$ cat src/rtl/sys_ctrl_rx_cmd_pkg.sv
// Shared definitions for the RX-side command sequencer: opcode bytes,
// FSM state encodings, ALU operand register addresses and an opcode decoder.
// The TX-side controller imports the same package.
package sys_ctrl_rx_cmd_pkg;

    localparam logic [7:0] OP_RF_WR   = 8'hAA;
    localparam logic [7:0] OP_RF_RD   = 8'hBB;
    localparam logic [7:0] OP_ALU_OP  = 8'hCC;
    localparam logic [7:0] OP_ALU_NOP = 8'hDD;

    localparam logic [2:0] ST_IDLE     = 3'd0;
    localparam logic [2:0] ST_WR_ADDR  = 3'd1;
    localparam logic [2:0] ST_WR_DATA  = 3'd2;
    localparam logic [2:0] ST_RD_ADDR  = 3'd3;
    localparam logic [2:0] ST_ALU_OPA  = 3'd4;
    localparam logic [2:0] ST_ALU_OPB  = 3'd5;
    localparam logic [2:0] ST_ALU_FUNC = 3'd6;
    localparam logic [2:0] ST_ALU_WAIT = 3'd7;

    localparam int OPA_ADDR = 0;
    localparam int OPB_ADDR = 1;

    // First state of the frame an opcode starts; ST_IDLE means "not an opcode".
    function automatic logic [2:0] op_to_state(input logic [7:0] op);
        case (op)
            OP_RF_WR:   op_to_state = ST_WR_ADDR;
            OP_RF_RD:   op_to_state = ST_RD_ADDR;
            OP_ALU_OP:  op_to_state = ST_ALU_OPA;
            OP_ALU_NOP: op_to_state = ST_ALU_FUNC;
            default:    op_to_state = ST_IDLE;
        endcase
    endfunction

endpackage

$ cat src/rtl/sys_ctrl_rx_cmd_if.sv
// Bus between the UART receiver / ALU side and the command sequencer.
//   RX_P_DATA/RX_D_VLD/RX_PAR_ERR/RX_STP_ERR : received byte and its flags
//   ALU_OUT_VLD                              : ALU result valid pulse
//   WrEn/RdEn/Address/WrData                 : register-file access
//   ALU_EN/ALU_FUN/CLK_GATE_EN               : ALU control
//   cmd_err                                  : command error pulse
// slave = sequencer side, master = environment side.
interface sys_ctrl_rx_cmd_if #(
    parameter int ADDR_W = 4
);
    logic [7:0]        RX_P_DATA;
    logic              RX_D_VLD;
    logic              RX_PAR_ERR;
    logic              RX_STP_ERR;
    logic              ALU_OUT_VLD;
    logic              WrEn;
    logic              RdEn;
    logic [ADDR_W-1:0] Address;
    logic [7:0]        WrData;
    logic              ALU_EN;
    logic [3:0]        ALU_FUN;
    logic              CLK_GATE_EN;
    logic              cmd_err;

    modport slave (
        input  RX_P_DATA, RX_D_VLD, RX_PAR_ERR, RX_STP_ERR, ALU_OUT_VLD,
        output WrEn, RdEn, Address, WrData, ALU_EN, ALU_FUN, CLK_GATE_EN, cmd_err
    );

    modport master (
        output RX_P_DATA, RX_D_VLD, RX_PAR_ERR, RX_STP_ERR, ALU_OUT_VLD,
        input  WrEn, RdEn, Address, WrData, ALU_EN, ALU_FUN, CLK_GATE_EN, cmd_err
    );
endinterface

$ cat src/rtl/sys_ctrl_rx_cmd_timer.sv
// Inter-byte timeout counter.
//   CLK, RST   : clock, async active-low reset
//   i_clr      : restart the count
//   i_en       : count enable; count is held at zero while disabled
//   o_expire   : high in the cycle the TIMEOUT-th idle cycle completes
module sys_ctrl_rx_cmd_timer #(
    parameter int TO_W    = 16,
    parameter int TIMEOUT = 50000
) (
    input  logic CLK,
    input  logic RST,
    input  logic i_clr,
    input  logic i_en,
    output logic o_expire
);
    localparam logic [TO_W-1:0] TERM = TO_W'(TIMEOUT - 1);

    logic [TO_W-1:0] r_cnt;

    always_ff @(posedge CLK or negedge RST) begin
        if (!RST) begin
            r_cnt <= '0;
        end else if (i_clr || !i_en) begin
            r_cnt <= '0;
        end else if (r_cnt != TERM) begin
            r_cnt <= r_cnt + 1'b1;
        end
    end

    // A clear in the same cycle overrides expiry, so a byte at the deadline wins.
    assign o_expire = i_en && !i_clr && (r_cnt == TERM);
endmodule

$ cat src/rtl/sys_ctrl_rx_cmd.sv
// Command sequencer behind the UART receiver: parses command frames and
// drives register-file strobes, ALU start/function and the ALU clock gate.
//   CLK, RST : clock, async active-low reset
//   bus      : sys_ctrl_rx_cmd_if.slave (RX bytes in, RF/ALU controls out)
//
// state       | meaning
// ST_IDLE     | waiting for an opcode byte
// ST_WR_ADDR  | RF_WR: expecting address byte
// ST_WR_DATA  | RF_WR: expecting data byte, then WrEn
// ST_RD_ADDR  | RF_RD: expecting address byte, then RdEn
// ST_ALU_OPA  | ALU_OP: operand A, written to OPA_ADDR
// ST_ALU_OPB  | ALU_OP: operand B, written to OPB_ADDR
// ST_ALU_FUNC | expecting function byte, then ALU_EN + clock gate on
// ST_ALU_WAIT | waiting for ALU_OUT_VLD; incoming bytes are dropped
module sys_ctrl_rx_cmd
    import sys_ctrl_rx_cmd_pkg::*;
#(
    parameter int ADDR_W  = 4,
    parameter int TO_W    = 16,
    parameter int TIMEOUT = 50000
) (
    input  logic                CLK,
    input  logic                RST,
    sys_ctrl_rx_cmd_if.slave    bus
);
    logic [2:0] r_state;
    logic [2:0] w_next_state;
    logic       w_byte_ok;
    logic       w_frame_err;
    logic       w_expire;
    logic       w_err;
    logic       w_gate_off;
    logic       w_timer_clr;
    logic       w_timer_en;

    assign w_byte_ok   = bus.RX_D_VLD && !(bus.RX_PAR_ERR || bus.RX_STP_ERR);
    assign w_frame_err = bus.RX_D_VLD &&  (bus.RX_PAR_ERR || bus.RX_STP_ERR);
    // Bytes dropped in ALU_WAIT do not count as accepted; entry to ALU_WAIT
    // is itself an accepted byte, so that clears the timer too.
    assign w_timer_clr = w_byte_ok && (r_state != ST_ALU_WAIT);
    assign w_timer_en  = (r_state != ST_IDLE);

    sys_ctrl_rx_cmd_timer #(
        .TO_W    (TO_W),
        .TIMEOUT (TIMEOUT)
    ) u_timer (
        .CLK      (CLK),
        .RST      (RST),
        .i_clr    (w_timer_clr),
        .i_en     (w_timer_en),
        .o_expire (w_expire)
    );

    always_comb begin
        w_next_state = r_state;
        w_err        = 1'b0;
        w_gate_off   = 1'b0;
        case (r_state)
            ST_IDLE: begin
                if (w_byte_ok) begin
                    w_next_state = op_to_state(bus.RX_P_DATA);
                    w_err        = (op_to_state(bus.RX_P_DATA) == ST_IDLE);
                end else if (w_frame_err) begin
                    w_err = 1'b1;
                end
            end
            ST_ALU_WAIT: begin
                if (bus.ALU_OUT_VLD) begin
                    w_next_state = ST_IDLE;
                    w_gate_off   = 1'b1;
                    w_err        = bus.RX_D_VLD;
                end else if (w_expire) begin
                    w_next_state = ST_IDLE;
                    w_gate_off   = 1'b1;
                    w_err        = 1'b1;
                end else if (bus.RX_D_VLD) begin
                    w_err = 1'b1;
                end
            end
            default: begin
                if (w_byte_ok) begin
                    case (r_state)
                        ST_WR_ADDR:  w_next_state = ST_WR_DATA;
                        ST_ALU_OPA:  w_next_state = ST_ALU_OPB;
                        ST_ALU_OPB:  w_next_state = ST_ALU_FUNC;
                        ST_ALU_FUNC: w_next_state = ST_ALU_WAIT;
                        default:     w_next_state = ST_IDLE;
                    endcase
                end else if (w_frame_err || w_expire) begin
                    w_next_state = ST_IDLE;
                    w_gate_off   = 1'b1;
                    w_err        = 1'b1;
                end
            end
        endcase
    end

    always_ff @(posedge CLK or negedge RST) begin
        if (!RST) begin
            r_state <= ST_IDLE;
        end else begin
            r_state <= w_next_state;
        end
    end

    always_ff @(posedge CLK or negedge RST) begin
        if (!RST) begin
            bus.WrEn        <= 1'b0;
            bus.RdEn        <= 1'b0;
            bus.Address     <= '0;
            bus.WrData      <= '0;
            bus.ALU_EN      <= 1'b0;
            bus.ALU_FUN     <= '0;
            bus.CLK_GATE_EN <= 1'b0;
            bus.cmd_err     <= 1'b0;
        end else begin
            bus.WrEn    <= 1'b0;
            bus.RdEn    <= 1'b0;
            bus.ALU_EN  <= 1'b0;
            bus.cmd_err <= w_err;
            if (w_gate_off) begin
                bus.CLK_GATE_EN <= 1'b0;
            end
            if (w_byte_ok) begin
                case (r_state)
                    ST_WR_ADDR: begin
                        bus.Address <= bus.RX_P_DATA[ADDR_W-1:0];
                    end
                    ST_WR_DATA: begin
                        bus.WrData <= bus.RX_P_DATA;
                        bus.WrEn   <= 1'b1;
                    end
                    ST_RD_ADDR: begin
                        bus.Address <= bus.RX_P_DATA[ADDR_W-1:0];
                        bus.RdEn    <= 1'b1;
                    end
                    ST_ALU_OPA: begin
                        bus.Address <= ADDR_W'(OPA_ADDR);
                        bus.WrData  <= bus.RX_P_DATA;
                        bus.WrEn    <= 1'b1;
                    end
                    ST_ALU_OPB: begin
                        bus.Address <= ADDR_W'(OPB_ADDR);
                        bus.WrData  <= bus.RX_P_DATA;
                        bus.WrEn    <= 1'b1;
                    end
                    ST_ALU_FUNC: begin
                        bus.ALU_FUN     <= bus.RX_P_DATA[3:0];
                        bus.ALU_EN      <= 1'b1;
                        bus.CLK_GATE_EN <= 1'b1;
                    end
                    default: ;
                endcase
            end
        end
    end
endmodule

$ cat src/flat_wrapper.sv
// flat-port wrapper written by rule: the top's interface ports become plain ports
module sys_ctrl_rx_cmd_flat import sys_ctrl_rx_cmd_pkg::*;
#(
    parameter int ADDR_W  = 4,
    parameter int TO_W    = 16,
    parameter int TIMEOUT = 50000
)
  (CLK, RST, bus_RX_P_DATA, bus_RX_D_VLD, bus_RX_PAR_ERR, bus_RX_STP_ERR, bus_ALU_OUT_VLD, bus_WrEn, bus_RdEn, bus_Address, bus_WrData, bus_ALU_EN, bus_ALU_FUN, bus_CLK_GATE_EN, bus_cmd_err);
  sys_ctrl_rx_cmd_if #(.ADDR_W(ADDR_W)) bus_i ();
  input  logic CLK;
  input  logic RST;
  input wire logic [$bits(bus_i.RX_P_DATA)-1:0] bus_RX_P_DATA;
  input wire logic [$bits(bus_i.RX_D_VLD)-1:0] bus_RX_D_VLD;
  input wire logic [$bits(bus_i.RX_PAR_ERR)-1:0] bus_RX_PAR_ERR;
  input wire logic [$bits(bus_i.RX_STP_ERR)-1:0] bus_RX_STP_ERR;
  input wire logic [$bits(bus_i.ALU_OUT_VLD)-1:0] bus_ALU_OUT_VLD;
  output wire logic [$bits(bus_i.WrEn)-1:0] bus_WrEn;
  output wire logic [$bits(bus_i.RdEn)-1:0] bus_RdEn;
  output wire logic [$bits(bus_i.Address)-1:0] bus_Address;
  output wire logic [$bits(bus_i.WrData)-1:0] bus_WrData;
  output wire logic [$bits(bus_i.ALU_EN)-1:0] bus_ALU_EN;
  output wire logic [$bits(bus_i.ALU_FUN)-1:0] bus_ALU_FUN;
  output wire logic [$bits(bus_i.CLK_GATE_EN)-1:0] bus_CLK_GATE_EN;
  output wire logic [$bits(bus_i.cmd_err)-1:0] bus_cmd_err;
  assign bus_i.RX_P_DATA = bus_RX_P_DATA;
  assign bus_i.RX_D_VLD = bus_RX_D_VLD;
  assign bus_i.RX_PAR_ERR = bus_RX_PAR_ERR;
  assign bus_i.RX_STP_ERR = bus_RX_STP_ERR;
  assign bus_i.ALU_OUT_VLD = bus_ALU_OUT_VLD;
  assign bus_WrEn = bus_i.WrEn;
  assign bus_RdEn = bus_i.RdEn;
  assign bus_Address = bus_i.Address;
  assign bus_WrData = bus_i.WrData;
  assign bus_ALU_EN = bus_i.ALU_EN;
  assign bus_ALU_FUN = bus_i.ALU_FUN;
  assign bus_CLK_GATE_EN = bus_i.CLK_GATE_EN;
  assign bus_cmd_err = bus_i.cmd_err;
  sys_ctrl_rx_cmd #(.ADDR_W(ADDR_W), .TO_W(TO_W), .TIMEOUT(TIMEOUT)) u_core (.CLK(CLK), .RST(RST), .bus(bus_i));
endmodule
$ cat config.mk
export PLATFORM = sky130hd
export DESIGN_NAME = sys_ctrl_rx_cmd_flat
export DESIGN_NICKNAME = d
export VERILOG_FILES = /design/src/rtl/sys_ctrl_rx_cmd_pkg.sv /design/src/rtl/sys_ctrl_rx_cmd_if.sv /design/src/rtl/sys_ctrl_rx_cmd_timer.sv /design/src/rtl/sys_ctrl_rx_cmd.sv /design/src/flat_wrapper.sv
export SDC_FILE = /design/constraint.sdc
export NUM_CORES = 1
export LEC_CHECK = 0
export CAP_MARGIN = 5
export CELL_PAD_IN_SITES_DETAIL_PLACEMENT = 1
export CELL_PAD_IN_SITES_GLOBAL_PLACEMENT = 2
export CORE_MARGIN = 2
export CORE_UTILIZATION = 33
export DETAILED_ROUTE_END_ITERATION = 8
export PLACE_DENSITY_LB_ADDON = 0.25
export SLEW_MARGIN = 20
export SYNTH_ARGS = -nofsm -noshare
export SYNTH_HDL_FRONTEND = slang
export SYNTH_SLANG_ARGS = --single-unit
$ cat constraint.sdc
create_clock -name CLK -period 2.9 [get_ports CLK]
set_input_delay 0.435 -clock CLK [delete_from_list [all_inputs] [get_ports CLK]]
set_output_delay 0.435 -clock CLK [all_outputs]
set_load 0.02 [all_outputs]
Yosys cells after proc, flatten, opt, wreduce, memory -nomap -nowiden
Cells that the tools add are included.

Register bits: 40. Bits of input ports: 14. Output and inout bits: 21. Logic and storage cells: 82.

$add $sub $neg: 1. Equal/unequal tests: 16. Multiplexer cells: 32. Reduce and logical (&&, ||, !) cells: 23.

Operators by type and width (count): == test 8 bit, second input constant (4); 2-to-1 mux 16 bit (2); case mux 3 bit (4 select lines) (2); 2-to-1 mux 1 bit (18); 2-to-1 mux 3 bit (6); adder 16 x 1 -> 16 bit, second input constant (1); == test 16 bit, second input constant (1); != test 16 bit, second input constant (1); == test 3 bit, second input constant (4); case mux 4 bit (3 select lines) (1); nonzero test 3 bit (3); == test 3 x 2 -> 1 bit, second input constant (2); zero test 3 bit (2); case mux 3 bit (2 select lines) (1); AND reduction 2 bit (3); logical AND 1 bit (5); case mux 1 bit (2 select lines) (2); == test 3 x 1 -> 1 bit, second input constant (1); zero test 1 bit (3); logical OR 1 bit (3); != test 3 x 2 -> 1 bit, second input constant (1); != test 3 bit, second input constant (1); AND reduction 3 bit (1); OR reduction 3 bit (1); 3 further kinds (3).

Logic depth before layout (Yosys ltp)
Gate-level depths: netlist of the first run.

Word-level depth: 14. Gate-level depth with buffers: 7. Mapped depth without buffers: 5.

Cells and area by module
From an unflattened synthesis of the first run, not the netlist that was laid out.

Cells, all modules: 206. Area total of the unflattened synthesis: 2165.8 sq um.

By module, submodules not included: sys_ctrl_rx_cmd (times used 1, cells each 111, area each 1218.7 sq um, sequential area each 600.6 sq um); sys_ctrl_rx_cmd_timer (times used 1, cells each 95, area each 947.2 sq um, sequential area each 400.4 sq um).

Worst setup path after synthesis of the first run
No wires, ideal clock.

Path kind: reg2reg. Start point: register u_core.u_timer.r_cnt[4]. End point: register u_core.r_state[0]. Setup time: 0.125 ns. Data arrival time: 2.145 ns. Required time: 2.775 ns. Slack: 0.631 ns. Cell stages (with the launch flop): 6. Buffers on the path: 1. Clock period less this slack: 2.269 ns. Cell sequence: dfrtp_1 > or4b_1 > or4_1 > buf_2 > a32oi_2 > mux2_2.

Cells in the longest elaborated chain, start to end: 5. Elaborated cells on any way between the ends: 6. Those cells by class: eq/ne (2); reduce/logical (4).

RTL lines: from (decl) (RTL line sys_ctrl_rx_cmd_timer.sv:18) `logic [TO_W-1:0] r_cnt;`; from (signal assigned) (RTL line sys_ctrl_rx_cmd_timer.sv:26) `r_cnt <= r_cnt + 1'b1;`; == test 16 bit * (RTL line sys_ctrl_rx_cmd_timer.sv:31) `assign o_expire = i_en && !i_clr && (r_cnt == TERM);`; logical AND 1 bit * (RTL line sys_ctrl_rx_cmd_timer.sv:31); logical OR 1 bit (RTL line sys_ctrl_rx_cmd.sv:89) `end else if (w_frame_err || w_expire) begin`; nonzero test 3 bit (no source line); AND reduction 3 bit (no source line) *; to (signal assigned) (RTL line sys_ctrl_rx_cmd.sv:102) `r_state <= w_next_state;`; to (decl) (RTL line sys_ctrl_rx_cmd.sv:26) `logic [2:0] r_state;`.

Every way passes the cells marked *; elsewhere a longest branch is shown, timed or not. A chain may end at the register's enable or synchronous reset.

Worst setup path after layout of the first run
Ends and elaborated chain as after synthesis.

==> results of run 1 <==
## power breakdown
part           internal, mW  leakage (nW)  switching (mW)
logic                0.0536         0.440          0.0615
clock network         0.164        0.0410           0.195
registers             0.570         0.540          0.0100
total                 0.787          1.02           0.266
## layout by cell type, fill, tap and decap left out, types with 4 or more instances in the layout
| master | count |
|---|---|
| buf_4 | 4 |
| nand4_1 | 5 |
| inv_1 | 6 |
| or4_1 | 9 |
| clkdlybuf4s50_1 | 33 |
| nor3_1 | 4 |
| o21ai_0 | 7 |
| o31ai_1 | 8 |
| nor2_1 | 10 |
| nand3_1 | 6 |
| mux2i_1 | 4 |
| or2_2 | 4 |
| a21oi_1 | 16 |
| nand2_1 | 16 |
| mux2_2 | 13 |
| clkbuf_8 | 5 |
| dfrtp_1 | 40 |
## worst max-delay path, cell delays in order, from the launching register on
cell and delay, ps:
dfrtp_1 430, or4b_1 570, or4_1 660, a32oi_2 300, mux2_2 360
## sequential cells by signal (all words and copies together) (netlist names)
name	count
u_core.bus.ALU_EN	1
u_core.bus.RdEn	1
u_core.bus.cmd_err	1
u_core.bus.Address	4
u_core.r_state	3
u_core.bus.WrData	8
u_core.bus.WrEn	1
u_core.bus.ALU_FUN	4
u_core.bus.CLK_GATE_EN	1
u_core.u_timer.r_cnt	16
## worst min path at each step
stage,from,end,slack [ps],cells past startpoint
after floorplan,RST,u_core.bus.ALU_EN,140,0
after global placement,u_core.bus.ALU_FUN[2],u_core.bus.ALU_FUN[2],490,1
after detailed placement,u_core.bus.WrData[6],u_core.bus.WrData[6],500,1
after CTS,RST,u_core.bus.Address[3],320,1
after global routing,RST,u_core.bus.RdEn,350,1
final,RST,u_core.bus.Address[3],280,1
## per-layer routing
layer,global-route usage,part of all wire
met5,0,0
met1,0.224,0.45
met2,0.298,0.50
met3,0.0370,0.022
met4,0.0767,0.027
## stage by stage
stage	utilization	cells	hold slack [ps]	setup WS, ps	cell area [um2]
detailed placement	0.415	301	498	483	2460
finish	0.428	308	275	479	2530
floorplan	-	197	139	631	2030
global placement	0.415	301	487	500	2460
global route	0.428	308	351	425	2530
CTS	0.428	308	322	473	2530
## area by class of cell
type	count	area share
inverters	6	0.00888
flip-flops and latches	40	0.395
repair buffers	38	0.144
multi-input cells	142	0.385
clock buffers	6	0.0286
well taps	75	0.0370
clock inverters	1	0.00197
## cell families (layout without fill, tap and decap cells)
group                    count (synthesis)  in the layout  synth area share
XOR/XNOR                                 4              4            0.0173
adder cells (fa/ha/maj)                  1              1           0.00616
buffers and inverters                   15             51            0.0296
flip-flops                              40             40             0.493
multiplexers                            17             17            0.0919
AO/OA/AOI/OAI                           45             45             0.149
AND/OR/NAND/NOR                         75             75             0.213
==> metrics.txt, run 1 <==
CORE AREA=0.00592 mm2; register area=0.00100 mm2; nets@finish=248; Unique masters post-synth=45; Setup Fix Bufs, Post-CTS=0; asr flop ratio synth=1.00; sequential area share after synthesis=0.493; reg2reg start=u_core.u_timer.r_cnt[4]; final wirelength=5.37 mm; die span in y=82.4 um; clk sinks=40; DRT iter0 DRCs=51; power per cell area=416 mW/mm2; Multi-input gate area=975 um2; post-route ant nets=0; total grt overflow=0; first-pass GRT wire length=9.02 mm; wire per inst=17.4 um; Final Max Tran Viols=0; relative slew slack=0.377; flip-flop and latch count after synthesis=40; critical path data required time=3090 ps; most frequent cell after synthesis=dfrtp_1; P_leak=1.02 nW; Synth area leaders=dfrtp_1, mux2_2, a21oi_1, or4_1, nand2_1; Syn Area/Cell=10.3 um2; Slew @ Worst Pin=934 ps; first drt pass iteration count=4; Post-synth EDFFs=0; crit path launch type=flop; Synth warnings=0; H-Tree Depth=2; reg-to-reg endpoint=u_core.r_state[0]; RSZ-0062 raised after global routing=false; Yosys top cell by area=dfrtp_1; CP startpoint=u_core.u_timer.r_cnt[4]; Via-to-Cell Ratio=5.59; CTS tree=built; port buffer count=34; area grow syn2layout=24.9%; FF-to-FF path depth=4; ys flop type=dfrtp_1; Final Setup Violations=0; Critical Path Sink=u_core.r_state[0]; Setup Total Neg Slack=0 ps; Overall Global Routing Usage=0.179; Vias=1722; Post-Syn Area=0.00203 mm2; Reg2Reg Setup Slack=480 ps; Final Wtd Congestion=0.779; Initial Utilization=0.343; Root Driver=clkbuf_8; Critical Path AT=2610 ps; initial antenna violation count=0; later-pin clock latency in the skew report=290 ps; Post-CTS Hold Buffers=0; post_cts resized=0; maximum vdd drop=0.181 mV; layout cell share with drive strength beyond 1=0.146; fill cell count=659; row cnt=28; worst min-delay path class=input pin to async pin; number of buffers created by CTS=5; Antenna Cells=0; clock-pin slew on the worst setup and hold paths=80 ps; Synth Instances=197; Synth top cells by count=dfrtp_1, a21oi_1, nand2_1; syn_nets=212; Die X=82.4 um; I/O Pins=35; maximum fanout along the worst path=6; Yosys top cell area share=0.493; period utilization=0.835; maxcap violations=0; Max Fclk=413 MHz; pin count of the biggest net entering global routing=41; vias in the first global route=1805; detailed-route DRC error count=0; Final Total Pwr=1.05 mW; Post-DP HPWL=3.89 mm; crit end category=flop; crit path kind=flop to flop; Clock Skew=9.24 ps; min cycle time layout=2420 ps; clk buf depth=2; Die Footprint=0.00679 mm2; final hold viol count=0; status=complete, no violations
(Power assumes the default switching activity.)
==> inputs of run 2 (changes only) <==
--- a/config.mk
+++ b/config.mk
@@ -9,7 +9,7 @@
 export CELL_PAD_IN_SITES_DETAIL_PLACEMENT = 1
 export CELL_PAD_IN_SITES_GLOBAL_PLACEMENT = 2
 export CORE_MARGIN = 2
-export CORE_UTILIZATION = 33
+export CORE_UTILIZATION = 30
 export DETAILED_ROUTE_END_ITERATION = 8
 export PLACE_DENSITY_LB_ADDON = 0.25
 export SLEW_MARGIN = 20
==> constraint.sdc (replaced) <==
create_clock -name CLK -period 2.1 [get_ports CLK]
set_input_delay 0.315 -clock CLK [delete_from_list [all_inputs] [get_ports CLK]]
set_output_delay 0.315 -clock CLK [all_outputs]
set_load 0.02 [all_outputs]
==> run 2 against run 1 <==
The run now ends with negative setup slack left. Total power rose by 78%. First-iteration DRC count up 2.0%. Maximum frequency grew 13%. Sequential cell count unchanged. Worst setup slack lost 520 ps. Design area rose by 15%. Critical endpoint unchanged. Highest routed layer unchanged.
==> metrics.txt, run 2 (synthesized netlist as in run 1, its figures left out) <==
Die X=86.3 um (was 82.4 um); final wirelength=5.91 mm (was 5.37 mm); maximum vdd drop=0.319 mV (was 0.181 mV); CTS tree=built (unchanged); number of buffers created by CTS=5 (unchanged); DRT iter0 DRCs=52 (was 51); relative slew slack=0.432 (was 0.377); hold_sp=u_core.bus.WrData[6]; row cnt=29 (was 28); Largest register FFs=16 (unchanged); critical path data required time=2280 ps (was 3090 ps); most frequent cells in the layout=dfrtp_1, clkdlybuf4s50_1, buf_4 (was dfrtp_1, clkdlybuf4s50_1, nand2_1, a21oi_1, mux2_2); vias in the first global route=1935 (was 1805); min cycle time layout=2140 ps (was 2420 ps); Worst Hold Endpoint=u_core.bus.WrData[6]; CP startpoint=u_core.u_timer.r_cnt[11] (was u_core.u_timer.r_cnt[4]); Clock Skew=2.58 ps (was 9.24 ps); maxcap violations=0 (unchanged); reg2reg start=u_core.u_timer.r_cnt[11] (was u_core.u_timer.r_cnt[4]); Root Driver=clkbuf_8 (unchanged); Critical Path AT=2330 ps (was 2610 ps); Overall Global Routing Usage=0.174 (was 0.179); port buffer count=34 (unchanged); CORE AREA=0.00646 mm2 (was 0.00592 mm2); total grt overflow=0 (unchanged); crit path kind=flop to flop (unchanged); layout cell share with drive strength beyond 1=0.272 (was 0.146); failing checks=negative setup slack; RSZ-0062 raised after global routing=true (was false); status=finished with violations (was complete, no violations); Slew @ Worst Pin=846 ps (was 934 ps); Top Registers=u_core.u_timer.r_cnt (16), u_core.bus.WrData (8) (unchanged); wire per inst=17.3 um (was 17.4 um); clk sinks=40 (unchanged); final hold viol count=0 (unchanged); final cell count without fillers=342 (was 308); H-Tree Depth=2 (unchanged); final setup margin=-43.9 ps (was 479 ps); crit end category=flop (unchanged); P_leak=1.23 nW (was 1.02 nW); Final Setup Violations=2 (was 0); fill cell count=742 (was 659); Final Max Tran Viols=0 (unchanged); Top reg by flops=u_core.u_timer.r_cnt (unchanged); Post-Place Cells=332 (was 301); I/O Pins=35 (unchanged); Max Fclk=466 MHz (was 413 MHz); pin count of the biggest net entering global routing=22 (was 41); FF-to-FF path depth=4 (unchanged); Initial Utilization=0.314 (was 0.343); first drt pass iteration count=4 (unchanged); worst slack at placement=-106 ps (was 483 ps); clock-pin slew on the worst setup and hold paths=80 ps (about the same); maximum fanout along the worst path=4 (was 6); area grow syn2layout=43.4% (was 24.9%); post-route ant nets=0 (unchanged); later-pin clock latency in the skew report=290 ps (about the same); Reg2Reg Setup Slack=-40 ps (was 480 ps); first-pass GRT wire length=10.1 mm (was 9.02 mm); Vias=1806 (was 1722); crit path launch type=flop (unchanged); commonest non-fill, non-tap cell in the layout=dfrtp_1 (unchanged); power per cell area=643 mW/mm2 (was 416 mW/mm2); reg-to-reg endpoint=u_core.r_state[0] (unchanged); initial antenna violation count=0 (unchanged); worst min-delay path class=flop to flop (was input pin to async pin); Post-DP HPWL=4.42 mm (was 3.89 mm); clk buf depth=2 (unchanged); period utilization=1.02 (was 0.835); Final Wtd Congestion=0.812 (was 0.779); hold depth=1; Via-to-Cell Ratio=5.28 (was 5.59); nets@finish=279 (was 248); detailed-route DRC error count=0 (unchanged); die span in y=86.3 um (was 82.4 um); Antenna Cells=0 (unchanged); worst hold margin=508 ps (was 275 ps); Die Footprint=0.00744 mm2 (was 0.00679 mm2)
-- run 2: cell count changes in the layout (fill, tap and decap cells not counted), moves of 2 or more --
cell,change
buf_4,+28
or4_1,-2
bufinv_16,+3
buf_12,+2
or4_4,+2
-- run 2: how the worst max path moves through the flow --
stage                              to  slack (ps)
detailed placement  u_core.r_state[0]        -110
CTS                 u_core.r_state[0]         -40
global placement    u_core.r_state[1]        -100
finish              u_core.r_state[0]         -40
global route        u_core.r_state[0]         -90
floorplan           u_core.r_state[0]        -110
-- run 2: worst max-delay path, stage by stage, from the launching register on --
cell and delay (ps):
dfrtp_1 390, or4_4 540, or4_4 560, a32oi_2 240
mux2_4 320
-- run 2: layer usage --
| metal | global-route usage | up-vias | wire, um |
|---|---|---|---|
| li1 | - | 876 | - |
| met1 | 0.238 | 896 | 2850 |
| met2 | 0.278 | 30 | 2750 |
| met3 | 0.0476 | 4 | 274 |
| met4 | 0.0341 | 0 | 43 |
| met5 | 0 | - | 0 |
-- run 2: what timing repair did --
| action | 4_1_cts | 5_1_grt |
|---|---|---|
| hold endpoints to repair | 3 | 0 |
| gates resized for setup | 3 | 3 |
| pin swaps | 1 | 1 |
| setup endpoints to repair | 4 | 6 |
| hold buffers | 1 | 0 |
| setup buffers | 0 | 1 |
-- run 2: where the power goes --
group	switching, mW	internal, mW	total [mW]
Sequential	0.0104	0.786	0.797
Clock	0.291	0.595	0.886
Combinational	0.0956	0.0936	0.189
-- run 2: final cells by class --
type	instances	area, um2	area share
clock buffer	5	68.8	0.0236
clock inverter	3	90.1	0.0310
inverter	6	22.5	0.00774
multi-input combinational	142	1010	0.346
sequential	40	1000	0.344
tap	77	96.3	0.0331
timing repair buffer	69	626	0.215
-- run 2: through the flow --
step / power, mW / utilization / TNS [ps] / cell area, um2
finish: 1.87 / 0.451 / -73.5 / 2910
global route: 1.94 / 0.451 / -156 / 2910
CTS: 1.90 / 0.447 / -42.1 / 2890
detailed placement: 1.00 / 0.419 / -321 / 2710
global placement: 1.00 / 0.419 / -286 / 2710
floorplan: 0.882 / - / -131 / 2040
==> inputs of run 3 (changes only) <==
--- a/config.mk
+++ b/config.mk
@@ -5,14 +5,15 @@
 export SDC_FILE = /design/constraint.sdc
 export NUM_CORES = 1
 export LEC_CHECK = 0
+export ABC_AREA = 1
 export CAP_MARGIN = 5
 export CELL_PAD_IN_SITES_DETAIL_PLACEMENT = 1
 export CELL_PAD_IN_SITES_GLOBAL_PLACEMENT = 2
-export CORE_MARGIN = 2
-export CORE_UTILIZATION = 30
+export CORE_UTILIZATION = 28
 export DETAILED_ROUTE_END_ITERATION = 8
 export PLACE_DENSITY_LB_ADDON = 0.25
 export SLEW_MARGIN = 20
 export SYNTH_ARGS = -nofsm -noshare
 export SYNTH_HDL_FRONTEND = slang
 export SYNTH_SLANG_ARGS = --single-unit
+export TNS_END_PERCENT = 30
==> run 3 against run 2 <==
The flow now finishes without violations. Total power shrank 15%. Register-to-register slack improved by 450 ps. Sequential share of layout area up 3.8 points. Die area is 1.4% higher. Synthesized cell count grew 22%. Via count down 2.0%. Clock power shrank 25%. Wire length is 11% lower. Critical path type unchanged.
==> metrics.txt, run 3 <==
DRT iter0 DRCs=21 (was 52); row cnt=30 (was 29); Synth area leaders=dfrtp_1, nand2_1, mux2_2, inv_1, nor2_1 (was dfrtp_1, mux2_2, a21oi_1, or4_1, nand2_1); I/O Pins=35 (unchanged); port buffer count=34 (unchanged); final hold viol count=0 (unchanged); RSZ-0062 raised after global routing=false (was true); Post-CTS Hold Buffers=0 (was 1); relative slew slack=0.654 (was 0.432); Initial Utilization=0.294 (was 0.314); min cycle time layout=1700 ps (was 2140 ps); maximum vdd drop=0.342 mV (was 0.319 mV); Post-synth EDFFs=0 (unchanged); CP peak stage delay=400 ps (was 560 ps); layout cell share with drive strength beyond 1=0.143 (was 0.272); maximum fanout along the worst path=4 (unchanged); pin count of the biggest net entering global routing=41 (was 22); syn_nets=255 (was 212); Unique masters post-synth=28 (was 45); Top reg by flops=u_core.u_timer.r_cnt (unchanged); P_leak=1.19 nW (was 1.23 nW); combinational fraction of design power=0.084 (was 0.101); period utilization=0.808 (was 1.02); critical path data required time=2290 ps (was 2280 ps); clk sinks=40 (unchanged); Reg2Reg Setup Slack=400 ps (was -40 ps); cells along the critical path=ha_1 -> nand2_1 -> inv_1 -> nand2_1 -> nor2_1 -> nand3_2 -> nand2_2 -> nand2_2 -> nand2_2 -> nand2_2 -> nand2_1 -> nand2_1 (was or4_4 -> or4_4 -> a32oi_2 -> mux2_4); Critical Path AT=1890 ps (was 2330 ps); die span in y=86.9 um (was 86.3 um); initial antenna violation count=0 (unchanged); crit path kind=flop to flop (unchanged); Die X=86.9 um (was 86.3 um); post-route ant nets=0 (unchanged); power per cell area=606 mW/mm2 (was 643 mW/mm2); flip-flop and latch count after synthesis=40 (unchanged); Synth top cells by count=nand2_1, dfrtp_1, inv_1 (was dfrtp_1, a21oi_1, nand2_1); Post-Place Cell Area=0.00251 mm2 (was 0.00271 mm2); post_cts resized=0 (was 3); commonest non-fill, non-tap cell in the layout=nand2_1 (was dfrtp_1); H-Tree Depth=2 (unchanged); Crit path max-delay family=simple AND/OR/NAND/NOR gates (unchanged); Final Max Tran Viols=0 (unchanged); crit path launch type=flop (unchanged); Die Footprint=0.00755 mm2 (was 0.00744 mm2); Slew @ Worst Pin=519 ps (was 846 ps); maxcap violations=0 (unchanged); Antenna Cells=0 (unchanged); final wirelength=5.26 mm (was 5.91 mm); Final Setup Violations=0 (was 2); Synth Instances=240 (was 197); vias in the first global route=1815 (was 1935); post-route cell area=0.00262 mm2 (was 0.00291 mm2); Buf/Inv on CP=1 (was 0); Largest register FFs=16 (unchanged); Setup Total Neg Slack=0 ps (was -73.5 ps); Top Registers=u_core.u_timer.r_cnt (16), u_core.bus.WrData (8) (unchanged); final cell count without fillers=382 (was 342); Final Total Pwr=1.59 mW (was 1.87 mW); Clock power frac=0.418 (was 0.473); clock-pin slew on the worst setup and hold paths=90 ps (was 80 ps); wire per inst=13.8 um (was 17.3 um); final setup margin=403 ps (was -43.9 ps); CP max stage cell=dfrtp_1 (was or4_4); crit end category=flop (unchanged); most frequent cells in the layout=nand2_1, dfrtp_1, clkdlybuf4s50_1 (was dfrtp_1, clkdlybuf4s50_1, buf_4); nets@finish=300 (was 279); Setup Fix Bufs, Post-CTS=0 (unchanged); Syn Area/Cell=8.40 um2 (was 10.3 um2); Sw Pwr=387 uW (was 397 uW); asr flop ratio synth=1.00 (unchanged); worst slack at placement=172 ps (was -106 ps); later-pin clock latency in the skew report=300 ps (was 290 ps); Util after Layout=0.382 (was 0.451); ys flop type=dfrtp_1 (unchanged); sequential area share after synthesis=0.496 (was 0.493); CORE AREA=0.00687 mm2 (was 0.00646 mm2); CTS tree=built (unchanged); total grt overflow=0 (unchanged); Yosys top cell by area=dfrtp_1 (unchanged); clk buf depth=2 (unchanged); first-pass GRT wire length=8.90 mm (was 10.1 mm); Via-to-Cell Ratio=4.63 (was 5.28); fill cell count=845 (was 742); number of buffers created by CTS=5 (unchanged); Max Fclk=589 MHz (was 466 MHz); Post-Place Cells=374 (was 332); Final Wtd Congestion=0.736 (was 0.812); Post-DP HPWL=3.99 mm (was 4.42 mm); most frequent cell after synthesis=nand2_1 (was dfrtp_1); switch share=0.244 (was 0.212); Post-Syn Area=0.00202 mm2 (was 0.00203 mm2); Synth warnings=0 (unchanged); Int Pwr=1.20 mW (was 1.47 mW); worst min-delay path class=input pin to async pin (was flop to flop); detailed-route DRC error count=0 (unchanged); Root Driver=clkbuf_8 (unchanged); area grow syn2layout=30.0% (was 43.4%); first drt pass iteration count=4 (unchanged); Yosys top cell area share=0.496 (was 0.493); Vias=1770 (was 1806); status=complete, no violations (was finished with violations); worst hold margin=73.7 ps (was 508 ps); Clock Skew=8.51 ps (was 2.58 ps); sequential power share=0.498 (was 0.426); Overall Global Routing Usage=0.154 (was 0.174)
run 3: cell count changes in the layout (fill, tap and decap cells not counted), sizes merged, moves of 10 or more:
cell   delta
buf      -28
inv      +25
nand2    +34
nand3    +13
nor2     +21
or4      -10
run 3: final cells by class:
cell class | instances | area, um2 | area share
sequential | 40 | 1000 | 0.382
multi-input combinational | 167 | 888 | 0.339
timing repair buffer | 40 | 380 | 0.145
tap | 96 | 120 | 0.0458
inverter | 31 | 118 | 0.0448
clock buffer | 5 | 68.8 | 0.0262
clock inverter | 3 | 46.3 | 0.0177
run 3: power by group through the flow:
stage	Sequential (mW)	Combinational (mW)	Clock [mW]
after floorplan	0.821	0.0360	0
after global placement	0.806	0.137	0
after detailed placement	0.806	0.138	0
after CTS	0.791	0.138	0.683
after global routing	0.793	0.148	0.721
final	0.791	0.134	0.664
run 3: layer usage:
metal,vias to the layer above,track usage,share of wire
met4,0,0.0545,0.019
li1,884,-,-
met5,-,0,0
met3,6,0.0351,0.031
met2,24,0.267,0.48
met1,856,0.188,0.47
run 3: path summary, 6_finish.rpt:
check                                        start                       to  depth (start not counted)
max                        u_core.u_timer.r_cnt[0]        u_core.r_state[2]                         12
min                                            RST  u_core.u_timer.r_cnt[3]                          2
max reg2reg                u_core.u_timer.r_cnt[0]        u_core.r_state[2]                         12
min reg2reg                u_core.u_timer.r_cnt[0]  u_core.u_timer.r_cnt[0]                          1
max in group asynchronous                      RST    u_core.bus.ALU_FUN[0]                          2
min in group CLK           u_core.u_timer.r_cnt[0]  u_core.u_timer.r_cnt[0]                          1
run 3: cells by family (layout without fill, tap and decap cells):
logic type | Yosys count | count (layout) | synth area share
flip-flops | 40 | 40 | 0.496
adder cells (fa/ha/maj) | 1 | 1 | 0.00620
AO/OA/AOI/OAI | 34 | 34 | 0.0900
XOR/XNOR | 2 | 2 | 0.00869
buffers and inverters | 33 | 79 | 0.0633
multiplexers | 10 | 10 | 0.0558
AND/OR/NAND/NOR | 120 | 120 | 0.280
run 3: worst register-to-register path: cells and delay by family, from the launching register on:
family                     cells  cell delay, ps
and+or+nand+nor               10             880
DFF                            1             400
buffers and inverters          1             130
adders and majority gates      1             180
